File: config.mk
export PLATFORM = sky130hd
export DESIGN_NAME = instruction_fetch
export DESIGN_NICKNAME = d
export VERILOG_FILES = /design/src/rtl/my_112l_pkg.sv /design/src/rtl/fetch_skid_buf.sv /design/src/rtl/instruction_fetch.sv
export SDC_FILE = /design/constraint.sdc
export NUM_CORES = 1
export LEC_CHECK = 0
export ABC_AREA = 0
export CORE_MARGIN = 3
export CORE_UTILIZATION = 48
export CTS_CLUSTER_DIAMETER = 150
export DETAILED_ROUTE_END_ITERATION = 12
export GPL_ROUTABILITY_DRIVEN = 0
export GPL_TIMING_DRIVEN = 0
export PLACE_DENSITY = 0.8
export SLEW_MARGIN = 20
export SYNTH_ARGS = -nofsm -noshare
export SYNTH_HDL_FRONTEND = slang
export SYNTH_HIERARCHICAL = 1
export SYNTH_SLANG_ARGS = --single-unit
File: constraint.sdc
create_clock -name clk -period 3.3 [get_ports clk]
set_input_delay 0.66 -clock clk [delete_from_list [all_inputs] [get_ports clk]]
set_output_delay 0.66 -clock clk [all_outputs]
set_load 0.01 [all_outputs]
File: src/rtl/my_112l_pkg.sv
// rtl/my_112l_pkg.sv - shared types and constants for the instruction fetch stage
package my_112l_pkg;

  localparam logic [31:0] NOP_INSTR = 32'h00000013;

  typedef struct packed {
    logic [8:0]  pc;
    logic [8:0]  pcplus4;
    logic [31:0] instruction;
    logic        valid;
  } IF_ID;

  // Bubble with a harmless NOP so decode never needs to special-case valid=0
  function automatic IF_ID ifid_bubble();
    IF_ID b;
    b.pc          = '0;
    b.pcplus4     = '0;
    b.instruction = NOP_INSTR;
    b.valid       = 1'b0;
    return b;
  endfunction

endpackage

File: src/rtl/fetch_skid_buf.sv
// rtl/fetch_skid_buf.sv - one-entry capture/hold buffer for memory read data
module fetch_skid_buf #(
  parameter int W = 32
) (
  input  logic         clk,
  input  logic         i_clear,
  input  logic         i_load,
  input  logic [W-1:0] i_data,
  output logic [W-1:0] o_data,
  output logic         o_valid
);

  logic [W-1:0] r_data;
  logic         r_valid;

  // Capture once on load; clear has priority so a flush/run never keeps stale data
  always_ff @(posedge clk) begin
    if (i_clear) begin
      r_valid <= 1'b0;
    end else if (i_load) begin
      r_data  <= i_data;
      r_valid <= 1'b1;
    end
  end

  assign o_data  = r_valid ? r_data : i_data;
  assign o_valid = r_valid;

endmodule

File: src/rtl/instruction_fetch.sv
// rtl/instruction_fetch.sv - IF stage: PC, sync imem interface and IF/ID register
module instruction_fetch
  import my_112l_pkg::*;
#(
  parameter int              PC_W     = 9,
  parameter int              INS_W    = 32,
  parameter int              IMEM_AW  = 7,
  parameter logic [PC_W-1:0] RESET_PC = '0
) (
  input  logic               clk,
  input  logic               reset,
  input  logic               pc_write,
  input  logic               ifid_write,
  input  logic               flush,
  input  logic [PC_W-1:0]    branch_target,
  output logic [IMEM_AW-1:0] imem_addr,
  input  logic [INS_W-1:0]   imem_rdata,
  output IF_ID               ifid
);

  logic [PC_W-1:0]  r_pc;
  logic [PC_W-1:0]  r_resp_pc;
  logic             r_resp_valid;
  IF_ID             r_ifid;

  logic [INS_W-1:0] w_instr;
  logic             w_skid_valid;
  logic             w_skid_clear;
  logic             w_skid_load;
  logic [PC_W-1:0]  w_pc_plus4;
  logic [PC_W-1:0]  w_resp_plus4;
  logic [PC_W-1:0]  w_target;

  assign w_pc_plus4   = r_pc + PC_W'(4);
  assign w_resp_plus4 = r_resp_pc + PC_W'(4);
  assign w_target     = branch_target & ~PC_W'(3);

  // Memory output moves on after one cycle of stall, so grab it the first stalled cycle only
  assign w_skid_clear = reset | flush | ifid_write;
  assign w_skid_load  = ~w_skid_valid & r_resp_valid;

  fetch_skid_buf #(
    .W (INS_W)
  ) u_skid (
    .clk     (clk),
    .i_clear (w_skid_clear),
    .i_load  (w_skid_load),
    .i_data  (imem_rdata),
    .o_data  (w_instr),
    .o_valid (w_skid_valid)
  );

  // PC, response tracker and IF/ID register: reset > flush > stall > run
  always_ff @(posedge clk) begin
    if (reset) begin
      r_pc         <= RESET_PC;
      r_resp_pc    <= '0;
      r_resp_valid <= 1'b0;
      r_ifid       <= ifid_bubble();
    end else if (flush) begin
      r_pc         <= w_target;
      r_resp_valid <= 1'b0;
      r_ifid       <= ifid_bubble();
    end else if (ifid_write) begin
      r_ifid.pc          <= r_resp_pc;
      r_ifid.pcplus4     <= w_resp_plus4;
      r_ifid.instruction <= r_resp_valid ? w_instr : NOP_INSTR;
      r_ifid.valid       <= r_resp_valid;
      if (pc_write) begin
        r_resp_pc    <= r_pc;
        r_resp_valid <= 1'b1;
        r_pc         <= w_pc_plus4;
      end else begin
        r_resp_valid <= 1'b0;
      end
    end
  end

  assign imem_addr = r_pc[PC_W-1:2];
  assign ifid      = r_ifid;

endmodule
# Yosys cells after proc, flatten, opt, wreduce, memory -nomap -nowiden
# Index checks and enable logic that the tools add are counted.
[classes] n_reduce_logical=7 add_sub_neg=2 n_mux=6 n_bitwise=6
[ops] operator="$mux W32" n=2
[ops] operator="$mux W9" n=3
[ops] operator="$add A9 B3 Y9 const B" n=2
[ops] operator="$reduce_and A2 Y1" n=3
[ops] operator="$reduce_bool A2 Y1" n=2
[ops] operator="$not A1 Y1" n=3
[ops] operator="$reduce_and A3 Y1" n=1
[ops] operator="$or A1 B1 Y1" n=2
[ops] operator="$reduce_or A2 Y1" n=1
[ops] operator="$and A1 B1 Y1" n=1
[ops] operator="$mux W1" n=1
[totals] out_inout_bits=58 inputBits=46 regBits=103

# Depth between registers and ports, before layout
# Gate-level depths: netlist (run 1).
[depth] ltp_word=4 depth_mapped=4 ltp_nobuf=4

# Modules after synthesis
# The synthesis (run 1) kept the hierarchy.
[by_module_without_submodules] mod="instruction_fetch" area_each_um2=2263.4 seq_area_each_um2=1241.2 n_inst=1 cells_per_inst=212
[by_module_without_submodules] mod="fetch_skid_buf" area_each_um2=1537.7 seq_area_each_um2=980.9 n_inst=1 cells_per_inst=71

# Least setup slack after synthesis (run 1)
# Ideal clock, no wire load.
[synth_path] path_type="input port to flip-flop" startpoint="input flush" endpoint="register u_skid.r_data[0], enable pin" n_path_buf=0 required_time_ns=2.875 slack_ns=0.236 stages=4 arrival_ns=2.639 cell_sequence="or2_2 > nor2_2 > inv_1 > nor2b_1"
[synth_via] elab_chain_len=4
[synth_rtl] element="start, declared" line_no="instruction_fetch.sv:14" rtl="input logic flush,"
[synth_rtl] element="$or A1 B1 Y1 (2 in series)" line_no="instruction_fetch.sv:39" rtl="assign w_skid_clear = reset | flush | ifid_write;"
[synth_rtl] element="net w_skid_clear" line_no="instruction_fetch.sv:28" rtl="logic w_skid_clear;"
[synth_rtl] element="$not A1 Y1 (no source line)"
[synth_rtl] element="$reduce_and A2 Y1 (no source line)"
[synth_rtl] element="end signal, assigned" line_no="fetch_skid_buf.sv:21" rtl="r_data <= i_data;"
[synth_rtl] element="end, declared" line_no="fetch_skid_buf.sv:13" rtl="logic [W-1:0] r_data;"
# The timed path passes the listed nets, and every way through them passes these cells.
# A chain may end at the register's enable or synchronous reset.

# Worst setup path in the final report (run 1)
[layout_path] startpoint="input reset" endpoint="register u_skid.r_data[10], enable pin"
[layout_via] elab_chain_len=4
[layout_rtl] element="start, declared" line_no="instruction_fetch.sv:11" rtl="input logic reset,"
[layout_rtl] element="$or A1 B1 Y1 (2 in series)" line_no="instruction_fetch.sv:39"
[layout_rtl] element="net w_skid_clear" line_no="instruction_fetch.sv:28"
[layout_rtl] element="$not A1 Y1 (no source line)"
[layout_rtl] element="$reduce_and A2 Y1 (no source line)"
# The timed path passes the listed nets, and every way through them passes these cells.

==> impl_metrics.env, run 1 <==
export IMPL_netlist_area_um2=3800
export IMPL_p_clk_frac=0.344
export IMPL_cap_violations=0
export IMPL_dieWidth_um=95.0
export IMPL_fin_cells=499
export IMPL_synth_distinct_cells=40
export IMPL_synth_top_area_share=0.332
export IMPL_muxShareOfSynthArea=0.163
export IMPL_drive_gt1_frac=0.178
export IMPL_synthTopCellsByArea="dfxtp_1, edfxtp_1, mux2_4"
export IMPL_r2r_setup_slack_ps=1830
export IMPL_post_synth_top_count_cell="dfxtp_1"
export IMPL_fp_row_count=31
export IMPL_hpwlAfterDp_um=5980
export IMPL_clkSinkCount=95
export IMPL_status="finished, final reports clean"
export IMPL_cts_htree_levels=3
export IMPL_seq_area_frac_synth=0.585
export IMPL_drc=0
export IMPL_layout_min_cycle_time_ps=2330
export IMPL_p_leak_nw=1.95
export IMPL_dp_slack_ps=592
export IMPL_fillers=559
export IMPL_antenna_left=0
export IMPL_avgSynthCellArea_um2=13.4
export IMPL_via_count=2607
export IMPL_multi_input_area_um2=1410
export IMPL_wl_per_cell_um=16.0
export IMPL_power_switching_mw=0.481
export IMPL_core_um2=7450
export IMPL_crit_arrival_ps=2370
export IMPL_die_h_um=95.0
export IMPL_worst_setup_path_type="input pin to flop"
export IMPL_cp_endpoint="u_skid/r_data[10]$_DFFE_PP_"
export IMPL_cts_repair_resized=0
export IMPL_critPathLaunch="reset"
export IMPL_yosys_warnings=6
export IMPL_fin_skew_ps=14.5
export IMPL_synth_simple_area_share=0.0629
export IMPL_intPower_mw=1.69
export IMPL_highest_layer="met4"
export IMPL_synth_top_family_by_area="multiplexers"
export IMPL_netSwitchingFraction=0.221
export IMPL_synth_edf_count=32
export IMPL_r2r_start="r_pc[2]$_SDFFE_PP0P_"
export IMPL_vdd_drop_max_v=0.000172
export IMPL_root_buffer="clkbuf_8"
export IMPL_pwr_share_seq=0.569
export IMPL_fin_nets=443
export IMPL_synth_top_cells_by_count="dfxtp_1, edfxtp_1, a22o_1, mux2_4, nor2_1"
export IMPL_cp_data_required_time_ps=3350
export IMPL_post_cts_setup_buffers=0
export IMPL_tritoncts="yes"
export IMPL_wl_met1_um=3720
export IMPL_path_clk_slew_ps=90
export IMPL_synth_compound_area_share=0.122
export IMPL_hold_buffers=0
export IMPL_via_per_inst=5.22
export IMPL_hold_class="flop to flop"
export IMPL_worst_setup_path_start_kind="input pin"
export IMPL_antennaDiodeCount=0
export IMPL_pwr_share_comb=0.086
export IMPL_final_util=0.689
export IMPL_fin_crit_sh=0.705
export IMPL_async_flop_share=0
export IMPL_grt_pass1_wl_um=13000
export IMPL_synth_adder_area_share=0.00658
export IMPL_critPathMaxFanout=27
export IMPL_power_density_nw_per_um2=424
export IMPL_track_usage=0.185
export IMPL_rsz0062_at_grt="false"
export IMPL_gr_total_overflow=0
export IMPL_place_inst=483
export IMPL_port_buffers=97
export IMPL_layout_setup_ws_ps=974
export IMPL_grt_max_degree=28
export IMPL_yosysTopAreaCell="dfxtp_1"
export IMPL_min_path_cells=1
export IMPL_hold_viol_final=0
export IMPL_regArea_um2=2220
export IMPL_wl_met3_um=400
export IMPL_synth_main_ff_cell="dfxtp_1"
export IMPL_pin_count=104
export IMPL_dr_first_iter_drc_count=82
export IMPL_dieArea_um2=9020
export IMPL_worstReg2RegEnd="r_pc[8]$_SDFFE_PP0P_"
export IMPL_syn_inst=283
export IMPL_route_met2_wl_um=3780
export IMPL_setup_viol=0
export IMPL_grt_pass1_vias=2613
export IMPL_cts_buffers=9
export IMPL_synth_xor_area_frac=0.0115
export IMPL_antenna_found_initial=0
export IMPL_clk_latency_ps=350
export IMPL_ys_ff_latch=95
export IMPL_cts_buffer_depth=2
export IMPL_first_pass_iters=4
export IMPL_wl_um=8000
export IMPL_drv_slew=0
export IMPL_fmax_mhz=430
export IMPL_synthToLayoutAreaGrowth_pct=35.0
export IMPL_reg2reg_depth=4
export IMPL_start_util=0.510
export IMPL_end_kind="flop"
state kept, by name, indices dropped and copies added (netlist names):
| name | flops |
|---|---|
| ifid | 47 |
| r_pc | 7 |
| r_resp_pc | 7 |
| r_resp_valid | 1 |
| u_skid/o_valid | 1 |
| u_skid/r_data | 32 |
power by group through the flow:
| stage | clock [mW] | sequential, mW | combinational [mW] |
|---|---|---|---|
| 2_1_floorplan | 0 | 1.27 | 0.0854 |
| 3_3_place_gp | 0 | 1.26 | 0.182 |
| 3_5_place_dp | 0 | 1.27 | 0.188 |
| 4_1_cts | 0.771 | 1.24 | 0.189 |
| 5_1_grt | 0.824 | 1.24 | 0.203 |
| 6_report | 0.749 | 1.24 | 0.188 |
metrics by stage:
stage / TNS [ps] / cell area (um2) / power [mW] / hold WS (ps)
6_report: 0 / 5130 / 2.18 / 458
5_1_grt: 0 / 5130 / 2.27 / 498
4_1_cts: 0 / 5130 / 2.20 / 462
3_5_place_dp: 0 / 4930 / 1.45 / 440
3_3_place_gp: -38480 / 4910 / 1.45 / 436
2_1_floorplan: 0 / 3810 / 1.35 / 467
how the worst min path moves through the flow:
stage / startpoint / to / slack, ps
after floorplan: r_resp_valid$_SDFFE_PP0P_ / r_resp_valid$_SDFFE_PP0P_ / 470
after global placement: ifid[0]$_SDFFE_PP0P_ / ifid[0]$_SDFFE_PP0P_ / 440
after global routing: ifid[14]$_SDFFE_PP0P_ / ifid[14]$_SDFFE_PP0P_ / 500
after detailed placement: ifid[0]$_SDFFE_PP0P_ / ifid[0]$_SDFFE_PP0P_ / 440
after CTS: ifid[0]$_SDFFE_PP0P_ / ifid[0]$_SDFFE_PP0P_ / 460
final: ifid[0]$_SDFFE_PP0P_ / ifid[0]$_SDFFE_PP0P_ / 460
metal layers:
| layer | vias up | GRT usage |
|---|---|---|
| li1 | 1266 | - |
| met1 | 1254 | 0.248 |
| met2 | 80 | 0.294 |
| met3 | 7 | 0.0494 |
| met4 | 0 | 0.0553 |
| met5 | - | 0 |
placed cells by master, fill, tap and decap left out, drive strengths merged, types with 6 or more instances in the layout:
master,synthesis,final
clkdlybuf4s50,0,97
dfxtp,63,63
edfxtp,32,32
mux2,32,32
a22o,29,29
nor2,26,26
buf,17,18
mux2i,15,15
clkbuf,4,14
o21ai,9,9
nand3,6,6
inv,4,6
cells by family after synthesis:
group / Yosys count
AOI/OAI and AO/OA: 59
xor gates and xnor gates: 5
adders and majority gates: 2
buffers and inverters: 25
DFF: 95
muxes: 47
other: 1
and+or+nand+nor: 49
critical path, stage by stage:
cell and delay, ps:
clkdlybuf4s50_1 520, or2_2 360, nor2_2 170, inv_1 150, nor2b_4 270, buf_12 240
cell type report:
cell class | instances | share of cell area
buffer | 21 | 0.0332
clock buffer | 10 | 0.0249
timing repair buffer | 98 | 0.193
inverter | 4 | 0.00293
tap | 99 | 0.0241
clock inverter | 6 | 0.0134
multi-input combinational | 166 | 0.275
sequential | 95 | 0.433
(Power assumes the default switching activity.)
==> run 2: changes to the inputs <==
--- a/config.mk
+++ b/config.mk
@@ -7,12 +7,12 @@
 export LEC_CHECK = 0
 export ABC_AREA = 0
 export CORE_MARGIN = 3
-export CORE_UTILIZATION = 48
+export CORE_UTILIZATION = 43
 export CTS_CLUSTER_DIAMETER = 150
 export DETAILED_ROUTE_END_ITERATION = 12
 export GPL_ROUTABILITY_DRIVEN = 0
 export GPL_TIMING_DRIVEN = 0
-export PLACE_DENSITY = 0.8
+export PLACE_DENSITY = 0.75
 export SLEW_MARGIN = 20
 export SYNTH_ARGS = -nofsm -noshare
 export SYNTH_HDL_FRONTEND = slang
==> constraint.sdc (replaced) <==
create_clock -name clk -period 2 [get_ports clk]
set_input_delay 0.4 -clock clk [delete_from_list [all_inputs] [get_ports clk]]
set_output_delay 0.4 -clock clk [all_outputs]
set_load 0.01 [all_outputs]
==> run 2 against run 1 <==
  * Wire length rose by 2.3%
  * Register-to-register slack worse by 1300 ps
  * Cell area up 1.3%
  * Clock power rose by 66%
  * Via count fell by 0.88%
  * Power is 65% higher
  * Setup slack got worse by 900 ps
  * Core utilization fell by 6.9 points
  * First-iteration DRC count decreased by 41%
  * Largest cell class unchanged
  * Highest routed layer unchanged
==> impl_metrics.env, run 2 (synthesis results as in run 1) <==
export IMPL_p_total_mw=3.60
export IMPL_clk_latency_ps=340
export IMPL_dieArea_um2=10000
export IMPL_dp_slack_ps=-833
export IMPL_min_path_cells=1
export IMPL_status="finished, final reports clean"
export IMPL_root_buffer="clkbuf_8"
export IMPL_cts_buffer_depth=2
export IMPL_worstHoldStart="ifid[6]$_SDFFE_PP0P_"
export IMPL_power_density_nw_per_um2=692
export IMPL_crit_arrival_ps=2000
export IMPL_gr_usage_met3=0.0368
export IMPL_fin_crit_sh=0.965
export IMPL_vdd_drop_max_v=0.000303
export IMPL_grtUsageMet2=0.260
export IMPL_via_count=2584
export IMPL_drv_slew=0
export IMPL_largest_reg_flops=47
export IMPL_fin_skew_ps=11.1
export IMPL_synthToLayoutAreaGrowth_pct=36.7
export IMPL_r2r_setup_slack_ps=570
export IMPL_antenna_found_initial=0
export IMPL_dr_first_iter_drc_count=48
export IMPL_crit_chain="clkdlybuf4s50_1 > or2_2 > nor2_2 > inv_2 > nor2b_4 > buf_12"
export IMPL_clkSinkCount=95
export IMPL_crit_family="buffers and inverters"
export IMPL_rsz0062_at_grt="false"
export IMPL_worst_setup_path_start_kind="input pin"
export IMPL_fin_area_um2=5200
export IMPL_regArea_um2=2220
export IMPL_setup_viol=0
export IMPL_die_h_um=100
export IMPL_first_pass_iters=5
export IMPL_track_usage=0.165
export IMPL_cap_violations=0
export IMPL_worstReg2RegEnd="r_pc[8]$_SDFFE_PP0P_"
export IMPL_dieWidth_um=100
export IMPL_worst_setup_path_type="input pin to flop"
export IMPL_fmax_mhz=518
export IMPL_via_per_inst=5.09
export IMPL_antenna_left=0
export IMPL_layout_setup_ws_ps=70.0
export IMPL_grt_pass1_wl_um=13000
export IMPL_place_area_um2=4920
export IMPL_port_buffers=97
export IMPL_grt_max_degree=17
export IMPL_cts_htree_levels=3
export IMPL_fin_nets=446
export IMPL_antennaDiodeCount=0
export IMPL_hold_class="flop to flop"
export IMPL_critPathBufInv=3
export IMPL_grt_most_used_layer="met2"
export IMPL_end_kind="flop"
export IMPL_fillers=674
export IMPL_drc=0
export IMPL_cp_data_required_time_ps=2070
export IMPL_cts_buffers=9
export IMPL_core_um2=8380
export IMPL_slowest_stage="clkdlybuf4s50_1"
export IMPL_path_clk_slew_ps=90
export IMPL_wl_per_cell_um=16.1
export IMPL_grt_use_met1=0.226
export IMPL_min_to="ifid[6]$_SDFFE_PP0P_"
export IMPL_final_common_cell="clkdlybuf4s50_1"
export IMPL_hold_viol_final=0
export IMPL_multi_input_area_um2=1430
export IMPL_start_util=0.454
export IMPL_tns_ps=0
export IMPL_slowest_delay_ps=540
export IMPL_wl_um=8180
export IMPL_gr_total_overflow=0
export IMPL_r2r_start="r_pc[3]$_SDFFE_PP0P_"
export IMPL_grt_pass1_vias=2555
export IMPL_final_util=0.620
export IMPL_critPathMaxFanout=10
export IMPL_layout_min_cycle_time_ps=1930
export IMPL_hpwlAfterDp_um=5740
export IMPL_p_leak_nw=1.98
export IMPL_tritoncts="yes"
export IMPL_pin_count=104
export IMPL_fp_row_count=33
export IMPL_final_cell_mix="clkdlybuf4s50_1, dfxtp_1, edfxtp_1"
export IMPL_reg2reg_depth=4
export IMPL_drive_gt1_frac=0.186
run 2: timing repair:
action,CTS,global route
cloned,1,0
gates resized for setup,1,1
buffers inserted,3,0
hold buffers,0,0
endpoints found under the setup margin,32,32
hold endpoints to repair,0,0
run 2: layer usage:
layer  up-vias  wire length, um  part of all wire
met1      1220             3850              0.47
met2        88             3810              0.47
li1       1272                -                 -
met3         4              462             0.056
met4         0               53            0.0065
met5         -                0                 0
run 2: layout make-up:
| type | instances | share of cell area |
|---|---|---|
| Tap cell | 105 | 0.0253 |
| Sequential cell | 95 | 0.428 |
| Multi-Input combinational cell | 167 | 0.274 |
| Buffer | 21 | 0.0327 |
| Clock inverter | 4 | 0.00457 |
| Inverter | 4 | 0.00289 |
| Clock buffer | 12 | 0.0342 |
| Timing Repair Buffer | 100 | 0.198 |
run 2: worst max path at each step:
stage	start	to	slack [ps]	depth (start not counted)
2_1_floorplan	flush	u_skid/r_data[0]$_DFFE_PP_	150	4
6_report	reset	u_skid/r_data[25]$_DFFE_PP_	70	6
3_5_place_dp	reset	u_skid/r_data[13]$_DFFE_PP_	-830	5
3_3_place_gp	reset	u_skid/r_data[9]$_DFFE_PP_	-830	5
5_1_grt	reset	u_skid/r_data[13]$_DFFE_PP_	40	6
4_1_cts	reset	u_skid/r_data[26]$_DFFE_PP_	30	6
run 2: worst reg2reg max path, delay by kind of cell, from the launching register on:
family | cells | cell delay (ps)
compound gates | 1 | 240
fa+ha+maj | 1 | 230
flops | 1 | 440
simple gates | 2 | 440
run 2: through the flow:
| step | hold slack (ps) | std cells |
|---|---|---|
| after floorplan | 467 | 286 |
| after global placement | 434 | 488 |
| after detailed placement | 463 | 488 |
| after CTS | 487 | 508 |
| after global routing | 504 | 508 |
| final | 482 | 508 |
run 2: report_power, final:
part	internal [mW]	leakage (nW)	switching (mW)	total, mW
Sequential	2.02	0.798	0.0277	2.04
Clock	0.603	0.107	0.637	1.24
Combinational	0.193	1.07	0.119	0.312
Total	2.81	1.98	0.784	3.60
